==> src/rtl/sdn_pkg.sv <==
// sdn_pkg: shared widths, FSM states, lookup header type and counter helper
package sdn_pkg;
  localparam int MAC_W = 48;
  localparam int IP_W = 32;
  typedef enum logic [1:0] {IDLE, WAIT, DECIDE} state_e;
  typedef struct packed {
    logic [MAC_W-1:0] dest_mac;
    logic [MAC_W-1:0] src_mac;
    logic [IP_W-1:0]  dest_ip;
    logic [IP_W-1:0]  src_ip;
  } lookup_hdr_t;
  function automatic logic [15:0] sat_inc16(input logic [15:0] v);
    return (v == 16'hFFFF) ? v : v + 16'd1;
  endfunction
endpackage

==> src/rtl/ft_timeout_timer.sv <==
// ft_timeout_timer: loadable cycle counter with clear, enable and terminal-count flag
module ft_timeout_timer #(
  parameter int W = 16,
  parameter logic [W-1:0] TERMINAL = '1
) (
  input  logic         clk,
  input  logic         rst,
  input  logic         clr,
  input  logic         load,
  input  logic [W-1:0] load_val,
  input  logic         en,
  output logic         tc
);
  logic [W-1:0] count;
  // clear beats load, load beats counting
  always_ff @(posedge clk or negedge rst)
    if (!rst) count <= '0;
    else if (clr) count <= '0;
    else if (load) count <= load_val;
    else if (en) count <= count + 1'b1;
  assign tc = count == TERMINAL;
endmodule

==> src/rtl/ft_lookup_client.sv <==
// ft_lookup_client: per-interface forwarding-table requester with timeout and decision output
module ft_lookup_client
  import sdn_pkg::*;
#(
  parameter int NUM_INTERFACES = 3,
  parameter int TIMEOUT_CYCLES = 255,
  parameter int TAG_W = 8,
  localparam int PORT_W = $clog2(NUM_INTERFACES)
) (
  input  logic              clk,
  input  logic              rst,
  input  logic              i_hdr_valid,
  output logic              o_hdr_ready,
  input  logic [MAC_W-1:0]  i_dest_mac,
  input  logic [MAC_W-1:0]  i_src_mac,
  input  logic [IP_W-1:0]   i_dest_ip,
  input  logic [IP_W-1:0]   i_src_ip,
  input  logic [TAG_W-1:0]  i_pkt_tag,
  output logic              o_ft_hdr_valid,
  output logic [MAC_W-1:0]  o_ft_dest_mac,
  output logic [MAC_W-1:0]  o_ft_src_mac,
  output logic [IP_W-1:0]   o_ft_dest_ip,
  output logic [IP_W-1:0]   o_ft_src_ip,
  input  logic              i_ft_resp_valid,
  input  logic [PORT_W-1:0] i_ft_resp,
  input  logic              i_ft_drop_packet,
  output logic              o_dec_valid,
  input  logic              i_dec_ready,
  output logic [PORT_W-1:0] o_dec_port,
  output logic              o_dec_drop,
  output logic              o_dec_timeout,
  output logic [TAG_W-1:0]  o_dec_tag,
  output logic [31:0]       o_lookup_cnt,
  output logic [15:0]       o_timeout_cnt
);
  localparam logic [15:0] TERM = 16'(TIMEOUT_CYCLES - 1);
  state_e state;
  lookup_hdr_t hdr_q;
  logic accept, tmr_tc, resp_oor;
  assign accept = state == IDLE && i_hdr_valid && o_hdr_ready;
  assign resp_oor = 32'(i_ft_resp) >= 32'(NUM_INTERFACES);
  assign o_ft_dest_mac = hdr_q.dest_mac;
  assign o_ft_src_mac = hdr_q.src_mac;
  assign o_ft_dest_ip = hdr_q.dest_ip;
  assign o_ft_src_ip = hdr_q.src_ip;
  ft_timeout_timer #(.W(16), .TERMINAL(TERM)) u_timer (
    .clk(clk),
    .rst(rst),
    .clr(accept),
    .load(1'b0),
    .load_val(16'd0),
    .en(state == WAIT),
    .tc(tmr_tc)
  );
  // lookup FSM: accept header, hold request until response or timeout, hold decision until taken
  always_ff @(posedge clk or negedge rst) begin
    if (!rst) begin
      state <= IDLE;
      hdr_q <= '0;
      o_hdr_ready <= 1'b0;
      o_ft_hdr_valid <= 1'b0;
      o_dec_valid <= 1'b0;
      o_dec_port <= '0;
      o_dec_drop <= 1'b0;
      o_dec_timeout <= 1'b0;
      o_dec_tag <= '0;
      o_lookup_cnt <= '0;
      o_timeout_cnt <= '0;
    end else begin
      case (state)
        IDLE: begin
          o_hdr_ready <= 1'b1;
          if (accept) begin
            hdr_q <= '{dest_mac: i_dest_mac, src_mac: i_src_mac, dest_ip: i_dest_ip, src_ip: i_src_ip};
            o_dec_tag <= i_pkt_tag;
            o_hdr_ready <= 1'b0;
            o_ft_hdr_valid <= 1'b1;
            state <= WAIT;
          end
        end
        WAIT: begin
          if (i_ft_resp_valid || tmr_tc) begin
            o_dec_port <= i_ft_resp_valid ? i_ft_resp : '0;
            o_dec_drop <= i_ft_resp_valid ? (i_ft_drop_packet | resp_oor) : 1'b1;
            o_dec_timeout <= !i_ft_resp_valid;
            o_timeout_cnt <= i_ft_resp_valid ? o_timeout_cnt : sat_inc16(o_timeout_cnt);
            o_ft_hdr_valid <= 1'b0;
            o_dec_valid <= 1'b1;
            state <= DECIDE;
          end
        end
        DECIDE: begin
          if (i_dec_ready) begin
            o_dec_valid <= 1'b0;
            o_lookup_cnt <= o_lookup_cnt + 32'd1;
            o_hdr_ready <= 1'b1;
            state <= IDLE;
          end
        end
        default: state <= IDLE;
      endcase
    end
  end
endmodule
==> config.mk <==
export PLATFORM = sky130hd
export DESIGN_NAME = ft_lookup_client
export DESIGN_NICKNAME = d
export VERILOG_FILES = /design/src/rtl/sdn_pkg.sv /design/src/rtl/ft_timeout_timer.sv /design/src/rtl/ft_lookup_client.sv
export SDC_FILE = /design/constraint.sdc
export NUM_CORES = 1
export LEC_CHECK = 0
export ABC_AREA = 0
export BUFFER_PORTS_ARGS = -buffer_cell sky130_fd_sc_hd__buf_2
export CAP_MARGIN = 30
export CORE_AREA = 2 2 157 159
export CTS_CLUSTER_SIZE = 20
export DETAILED_ROUTE_END_ITERATION = 10
export DIE_AREA = 0 0 159 161
export GPL_ROUTABILITY_DRIVEN = 0
export GPL_TIMING_DRIVEN = 0
export PLACE_DENSITY = 0.65
export SLEW_MARGIN = 40
export SYNTH_ARGS = -nofsm -noshare
export SYNTH_HDL_FRONTEND = slang
export SYNTH_SLANG_ARGS = --single-unit
export TNS_END_PERCENT = 10
==> constraint.sdc <==
create_clock -name clk -period 3.24 [get_ports clk]
set_input_delay 0.648 -clock clk [delete_from_list [all_inputs] [get_ports clk]]
set_output_delay 0.648 -clock clk [all_outputs]
set_load 0.005 [all_outputs]
==> out/results.ini, run 1 <==
[clocking]
h-tree-depth = 1
cts_buffers = 27
worst_setup_hold_path_clk_slew_ns = 0.06
clock_insertion_delay_worst_skew_ns = 0.52
clkSinkCount = 241
cts.repair.resized = 0
clock-root-buffer = sky130_fd_sc_hd__clkbuf_16
max-clock-path-buffers = 3
cts_tree = built

[logic_synthesis]
ys_top_cells_by_count = 538 x sky130_fd_sc_hd__nand2_1, 241 x sky130_fd_sc_hd__dfrtp_1, 35 x sky130_fd_sc_hd__clkbuf_1
synthTopCellsByArea = sky130_fd_sc_hd__dfrtp_1 62%, sky130_fd_sc_hd__nand2_1 21%, sky130_fd_sc_hd__xnor2_1 2.6%
yosysSeqAreaShare_pct = 62.2
postSynthCellCount = 1027
yosys_most_used_dff = sky130_fd_sc_hd__dfrtp_1
synth.cell_area_um2 = 9700
most_numerous_cell_in_the_yosys_netlist = sky130_fd_sc_hd__nand2_1
synth_enable_flop_cells = 0
synth.ff_latch_count = 241
ys_warn_count = 0
synth.top_cell.area_share_pct = 62.2
yosys.cell_types.count = 44
post-synth-top-area-cell = sky130_fd_sc_hd__dfrtp_1
async_flop_share_pct = 100
post_synth.cell_area_avg_um2 = 9.45
synthesis.nets = 1207

[worst_setup_path]
worst_path_dominant_cell_family = buffers and inverters
cpPeakStageDelay_ns = 0.56
path_depth = 7
critPathLaunchType = flip-flop
reg2reg_depth = 7
cp.buffers_inverters = 3
critPathMaxFanout = 10
critical-path-top-cell-by-count = sky130_fd_sc_hd__clkbuf_1
timing.critical_path.cells = nor2_1 -> and3_1 -> clkbuf_1 -> clkbuf_1 -> clkbuf_1 -> nand2_1 -> nand2_1
worst-endpoint-required_ns = 3.70
critical_path_arrival_ns = 2.95
critical_path.endpoint_type = flip-flop
criticalPathCategory = reg2reg
critPathSlowestCell = sky130_fd_sc_hd__clkbuf_1

[sta]
timing.setup.tns_ns = 0
final.setup.worst_slack_ns = 0.755
hold_violations = 0
timing.fmax_mhz = 402
report.final.setup_viol = 0
tightestPinTransition_ns = 0.793
rel_slew_slack_pct = 47.1
final_max_slew_viols = 0
skew_ns = 0.00914
grt_setup_unrepaired = no
layout_worst_path_cycle_share_pct = 76.7
layout_min_cycle_time_ns = 2.48

[global_routing]
grt_antenna_before_repair = 2
first_global_vias = 8349
overflow = 0
grt_util_all_layers_pct = 21.3
grt_max_degree = 74
grt_pass1_wl_um = 43900

[cells_and_area]
num-nets-final = 1638
drive_above_1_share_pct = 31.6
layout-area-overhead-vs-synth_pct = 35.0

[die]
die_area_um2 = 25600
die_w_um = 159
floorplan.core_area_um2 = 24000
initial_utilization_pct = 40.5
placementRows = 57
die_h_um = 161
boundaryPins = 399

[hold_path]
min-delay-path-class = in2reg
worstHoldPathCells = 3

[place]
place_hpwl_um = 20600
place.port_buffers = 398
pre_cts_ws_ns = 0.578

[detailed_routing]
vias = 8336
drt.antenna.violating_nets = 0
route.final.wire_length_um = 27700
first_pass_iters = 6
post_drt_wl_per_cell_um = 15.4
route.detailed.vias_per_inst = 4.62
drt_first_iter_violations = 478
detail_route.drc_violations = 0

[power_and_ir_drop]
power-per-cell-area_nw_per_um2 = 859
design_power_total_mw = 11.3
power_leakage_nw = 7.41
max-vdd-ir-drop_v = 0.000468

[outcome]
outcome = finished clean

[job]
drv.max_cap_violation_count = 0

-- cells in the final DEF, fill, tap and decap left out, drive strengths merged, types with 2 or more instances in the layout --
| cell | instances |
|---|---|
| nand2 | 538 |
| buf | 408 |
| dfrtp | 241 |
| clkbuf | 76 |
| nor2 | 30 |
| xnor2 | 29 |
| xor2 | 25 |
| nand3 | 21 |
| nand4 | 14 |
| and3 | 11 |
| nor4 | 9 |
| inv | 8 |
| a21oi | 7 |
| nor3 | 7 |
| and4 | 6 |
| o21ai | 6 |
| clkinv | 5 |
| ha | 4 |
| nor3b | 4 |
| or3 | 4 |
| mux2 | 3 |
| diode | 2 |
| mux2i | 2 |
| or2 | 2 |
| a32o | 2 |
| nand2b | 2 |
-- cell type report --
class / count / area (µm²)
diodes: 2 / 5.00
plain buffers: 42 / 159
clock buffers: 41 / 818
clock inverters: 8 / 71.3
fillers: 2273 / 10900
inverters: 7 / 26.3
multi-input cells: 737 / 3490
flip-flops and latches: 241 / 6030
well taps: 324 / 405
repair buffers: 402 / 2090
-- repair_timing --
item | 4_1_cts | 5_1_grt
hold endpoints to repair | 34 | 0
setup buffers | 0 | 0
hold buffers | 1 | 0
endpoints found under the setup margin | 0 | 0
-- tightest hold or removal path, stage by stage --
cell and delay, ns:
sky130_fd_sc_hd__buf_2 0.07, sky130_fd_sc_hd__nand2_1 0.04, sky130_fd_sc_hd__nand2_1 0.04
-- report_power, final --
part / switching [mW] / total (mW) / leakage (nW) / internal (mW)
clock: 1.20 / 3.01 / 0.442 / 1.81
sequential: 0.599 / 4.70 / 3.08 / 4.11
combinational: 2.10 / 3.54 / 3.89 / 1.44
total: 3.90 / 11.3 / 7.41 / 7.36
-- kinds of logic (layout without fill, tap and decap cells) --
kind of cell | after synthesis | after routing | share of synthesized area [%]
other cells | 0 | 2 | 0
flops | 241 | 241 | 62.2
compound gates | 20 | 20 | 1.50
fa+ha+maj | 4 | 4 | 0.516
buf+inv | 49 | 500 | 1.91
simple gates | 654 | 654 | 28.5
mux | 5 | 5 | 0.593
xor+xnor | 54 | 54 | 4.87
-- metal layers --
metal	global-route usage [%]	vias to the layer above	routed length (µm)	share of wire [%]
met4	8.43	0	1040	3.8
met2	35.9	272	13400	48
met5	0	-	0	0
met1	26.3	3901	11400	41
li1	-	4095	-	-
met3	5.50	68	1870	6.7
-- flip-flops by register name (all words and copies together), names as in the netlist --
register / cells
o_ft_src_mac: 48
o_ft_hdr_valid: 1
o_hdr_ready: 1
o_ft_src_ip: 32
o_dec_timeout: 1
o_timeout_cnt: 16
o_lookup_cnt: 32
o_dec_tag: 8
state: 2
o_dec_drop: 1
o_ft_dest_ip: 32
u_timer.count: 16
o_ft_dest_mac: 48
o_dec_valid: 1
o_dec_port: 2
-- through the flow --
| stage | util, % | instance area [µm²] | hold slack [ns] | instances |
|---|---|---|---|---|
| after detailed placement | 50.9 | 12200 | 0.457 | 1752 |
| after global placement | 50.5 | 12100 | 0.453 | 1749 |
| final | 54.7 | 13100 | 0.308 | 1804 |
| after CTS | 54.6 | 13100 | 0.285 | 1802 |
| after floorplan | - | 9700 | 0.352 | 1027 |
| after global routing | 54.7 | 13100 | 0.292 | 1804 |
-- worst paths after layout --
| check | start | end | slack (ns) |
|---|---|---|---|
| max | state[1]$_DFFE_PN0P_ | o_ft_src_mac[37]$_DFFE_PN0P_ | 0.76 |
| min | i_pkt_tag[7] | o_dec_tag[7]$_DFFE_PN0P_ | 0.31 |
| max reg2reg | state[1]$_DFFE_PN0P_ | o_ft_src_mac[37]$_DFFE_PN0P_ | 0.76 |
| min reg2reg | o_ft_dest_mac[25]$_DFFE_PN0P_ | o_ft_dest_mac[25]$_DFFE_PN0P_ | 0.46 |
| max in group asynchronous | rst | o_ft_src_mac[24]$_DFFE_PN0P_ | 1.60 |
| min in group asynchronous | rst | o_lookup_cnt[22]$_DFFE_PN0P_ | 0.58 |
(Power assumes the default switching activity.)
==> run 2, diff against run 1 <==
--- a/config.mk
+++ b/config.mk
@@ -8,13 +8,13 @@
 export ABC_AREA = 0
 export BUFFER_PORTS_ARGS = -buffer_cell sky130_fd_sc_hd__buf_2
 export CAP_MARGIN = 30
-export CORE_AREA = 2 2 157 159
+export CORE_ASPECT_RATIO = 0.6
+export CORE_UTILIZATION = 44
 export CTS_CLUSTER_SIZE = 20
 export DETAILED_ROUTE_END_ITERATION = 10
-export DIE_AREA = 0 0 159 161
 export GPL_ROUTABILITY_DRIVEN = 0
 export GPL_TIMING_DRIVEN = 0
-export PLACE_DENSITY = 0.65
+export PLACE_DENSITY = 0.73
 export SLEW_MARGIN = 40
 export SYNTH_ARGS = -nofsm -noshare
 export SYNTH_HDL_FRONTEND = slang
==> constraint.sdc (replaced) <==
create_clock -name clk -period 2.27 [get_ports clk]
set_input_delay 0.454 -clock clk [delete_from_list [all_inputs] [get_ports clk]]
set_output_delay 0.454 -clock clk [all_outputs]
set_load 0.005 [all_outputs]
==> run 2 against run 1 <==
Routed wire length increased by 1.0%. Clock power increased by 20%. Sequential cell count unchanged. Hold slack got worse by 0.17 ns. Final area decreased by 1.9%. Sequential share of layout area increased by 0.89 points. Critical path type unchanged. First-iteration DRC count decreased by 2.9%. Power increased by 37%. Combinational power increased by 43%. Worst setup slack got worse by 0.59 ns. Die area decreased by 11%.
==> out/results.ini, run 2 (synthesis results as in run 1) <==
[outcome]
outcome = finished clean  ; unchanged

[detailed_routing]
first_pass_iters = 5  ; was 6
route.detailed.vias_per_inst = 4.85  ; was 4.62
vias = 8465  ; was 8336
drt_first_iter_violations = 464  ; was 478
post_drt_wl_per_cell_um = 16.0  ; was 15.4 µm
drt.antenna.violating_nets = 0  ; unchanged
route.final.wire_length_um = 28000  ; was 27700 µm
detail_route.drc_violations = 0  ; unchanged

[clocking]
clock_insertion_delay_worst_skew_ns = 0.50  ; was 0.52 ns
worst_setup_hold_path_clk_slew_ns = 0.07  ; was 0.06 ns
clock-root-buffer = sky130_fd_sc_hd__clkbuf_16  ; unchanged
clkSinkCount = 241  ; unchanged
postCtsSetupBuffers = 0  ; unchanged
h-tree-depth = 1  ; unchanged
max-clock-path-buffers = 3  ; unchanged
cts_buffers = 23  ; was 27
cts_tree = built  ; unchanged

[worst_setup_path]
timing.critical_path.cells = nand3b_2 -> nor4_2 -> and4_1 -> nand4_1 -> xnor2_1  ; was nor2_1 -> and3_1 -> clkbuf_1 -> clkbuf_1 -> clkbuf_1 -> nand2_1 -> nand2_1
critPathLaunchType = flip-flop  ; unchanged
worst-endpoint-required_ns = 2.65  ; was 3.70 ns
criticalPathCategory = reg2reg  ; unchanged
critical_path_arrival_ns = 2.49  ; was 2.95 ns
reg2reg_slack_ns = 0.17  ; was 0.76 ns
critPathMaxFanout = 7  ; was 10
critPathSlowestCell = sky130_fd_sc_hd__nor4_2  ; was sky130_fd_sc_hd__clkbuf_1
cpPeakStageDelay_ns = 0.61  ; was 0.56 ns
critical_path.endpoint_type = flip-flop  ; unchanged

[place]
place_hpwl_um = 21100  ; was 20600 µm
pre_cts_ws_ns = -0.236  ; was 0.578 ns
dp_cells = 1707  ; was 1752
place.port_buffers = 398  ; unchanged

[sta]
layout_worst_path_cycle_share_pct = 92.7  ; was 76.7%
hold_violations = 0  ; unchanged
final_max_slew_viols = 0  ; unchanged
report.final.setup_viol = 0  ; unchanged
grt_setup_unrepaired = no  ; unchanged
final.setup.worst_slack_ns = 0.166  ; was 0.755 ns
timing.setup.tns_ns = 0  ; unchanged
timing.fmax_mhz = 475  ; was 402 MHz
skew_ns = 0.0101  ; was 0.00914 ns
rel_slew_slack_pct = 54.4  ; was 47.1%
layout_min_cycle_time_ns = 2.10  ; was 2.48 ns
tightestPinTransition_ns = 0.684  ; was 0.793 ns

[global_routing]
grt_antenna_before_repair = 1  ; was 2
grt_util_all_layers_pct = 23.8  ; was 21.3%
overflow = 0  ; unchanged
grt_pass1_wl_um = 42700  ; was 43900 µm
grt_max_degree = 65  ; was 74
first_global_vias = 7960  ; was 8349

[die]
die_h_um = 117  ; was 161 µm
placementRows = 41  ; was 57
die_w_um = 194  ; was 159 µm
boundaryPins = 399  ; unchanged
die_area_um2 = 22700  ; was 25600 µm²
initial_utilization_pct = 45.6  ; was 40.5%
floorplan.core_area_um2 = 21300  ; was 24000 µm²

[cells_and_area]
post_layout_nonfiller_instances = 1747  ; was 1804
fillerInstances = 1876  ; was 2273
num-nets-final = 1634  ; was 1638
layout.cells.most_common_list = 538 x sky130_fd_sc_hd__nand2_1, 398 x sky130_fd_sc_hd__buf_2, 241 x sky130_fd_sc_hd__dfrtp_1  ; unchanged
multi_input_area_um2 = 3490  ; about the same
regArea_um2 = 6030  ; unchanged
final_util_pct = 60.4  ; was 54.7%
layout-area-overhead-vs-synth_pct = 32.4  ; was 35.0%
num_antenna_cells = 0  ; was 2
drive_above_1_share_pct = 31.4  ; was 31.6%
mostFrequentLayoutCell = sky130_fd_sc_hd__nand2_1  ; unchanged

[job]
drv.max_cap_violation_count = 0  ; unchanged

[power_and_ir_drop]
power_leakage_nw = 7.33  ; was 7.41 nW
max-vdd-ir-drop_v = 0.000691  ; was 0.000468 V
power-per-cell-area_nw_per_um2 = 1200  ; was 859 nW/µm²
design_power_total_mw = 15.5  ; was 11.3 mW

[hold_path]
min-delay-path-class = in2reg  ; unchanged

==> run 2: cell count changes in the layout (fill, tap and decap cells not counted), sizes merged <==
cell | before | now
clkinvlp | 1 | 0
clkinv | 5 | 4
buf | 408 | 407
diode | 2 | 0
inv | 8 | 7
clkbuf | 76 | 70
==> run 2: worst paths after layout <==
kind	depth (start not counted)	to	startpoint
setup / recovery	5	o_lookup_cnt[31]$_DFFE_PN0P_	state[0]$_DFFE_PN0P_
hold / removal	3	o_ft_src_mac[36]$_DFFE_PN0P_	i_src_mac[36]
setup reg to reg	5	o_lookup_cnt[31]$_DFFE_PN0P_	state[0]$_DFFE_PN0P_
hold reg to reg	1	o_lookup_cnt[31]$_DFFE_PN0P_	o_lookup_cnt[31]$_DFFE_PN0P_
max in group asynchronous	4	o_ft_src_mac[9]$_DFFE_PN0P_	rst
min in group asynchronous	2	o_lookup_cnt[17]$_DFFE_PN0P_	rst
==> run 2: stage by stage <==
stage | cell area, µm² | hold WS (ns)
finish | 12800 | 0.143
global route | 12800 | 0.127
CTS | 12800 | 0.123
detailed placement | 12100 | 0.428
global placement | 12000 | 0.452
floorplan | 9700 | 0.158
==> run 2: what timing repair did <==
item | in CTS | in global routing
hold buffers | 1 | 0
gates resized for setup | 3 | 9
hold endpoints to repair | 58 | 0
endpoints found under the setup margin | 72 | 39
==> run 2: cell type report <==
class	count	share of cell area (%)
Inverter	7	0.204
Timing Repair Buffer	402	16.3
Clock buffer	34	4.96
Sequential cell	241	46.9
Tap cell	279	2.72
Clock inverter	5	0.390
Buffer	42	1.30
Multi-Input combinational cell	737	27.2
==> run 2: layer usage <==
| metal | track usage, % | up-vias | share of wire (%) |
|---|---|---|---|
| met5 | 0 | - | 0.061 |
| met4 | 5.81 | 2 | 2.0 |
| met2 | 38.4 | 275 | 47 |
| met1 | 33.3 | 4059 | 45 |
| met3 | 4.73 | 43 | 6.3 |
| li1 | - | 4086 | - |
==> run 2: report_power, final <==
group          switching (mW)  total [mW]  internal, mW
Combinational            3.01        5.07          2.06
Sequential              0.909        6.77          5.86
Clock                    1.57        3.61          2.05
==> run 2: worst max-delay path, delay by kind of cell, from the launching register on <==
kind                      cells  cell delay, ns
and+or+nand+nor               4            1.39
xor gates and xnor gates      1            0.14
DFF                           1            0.46
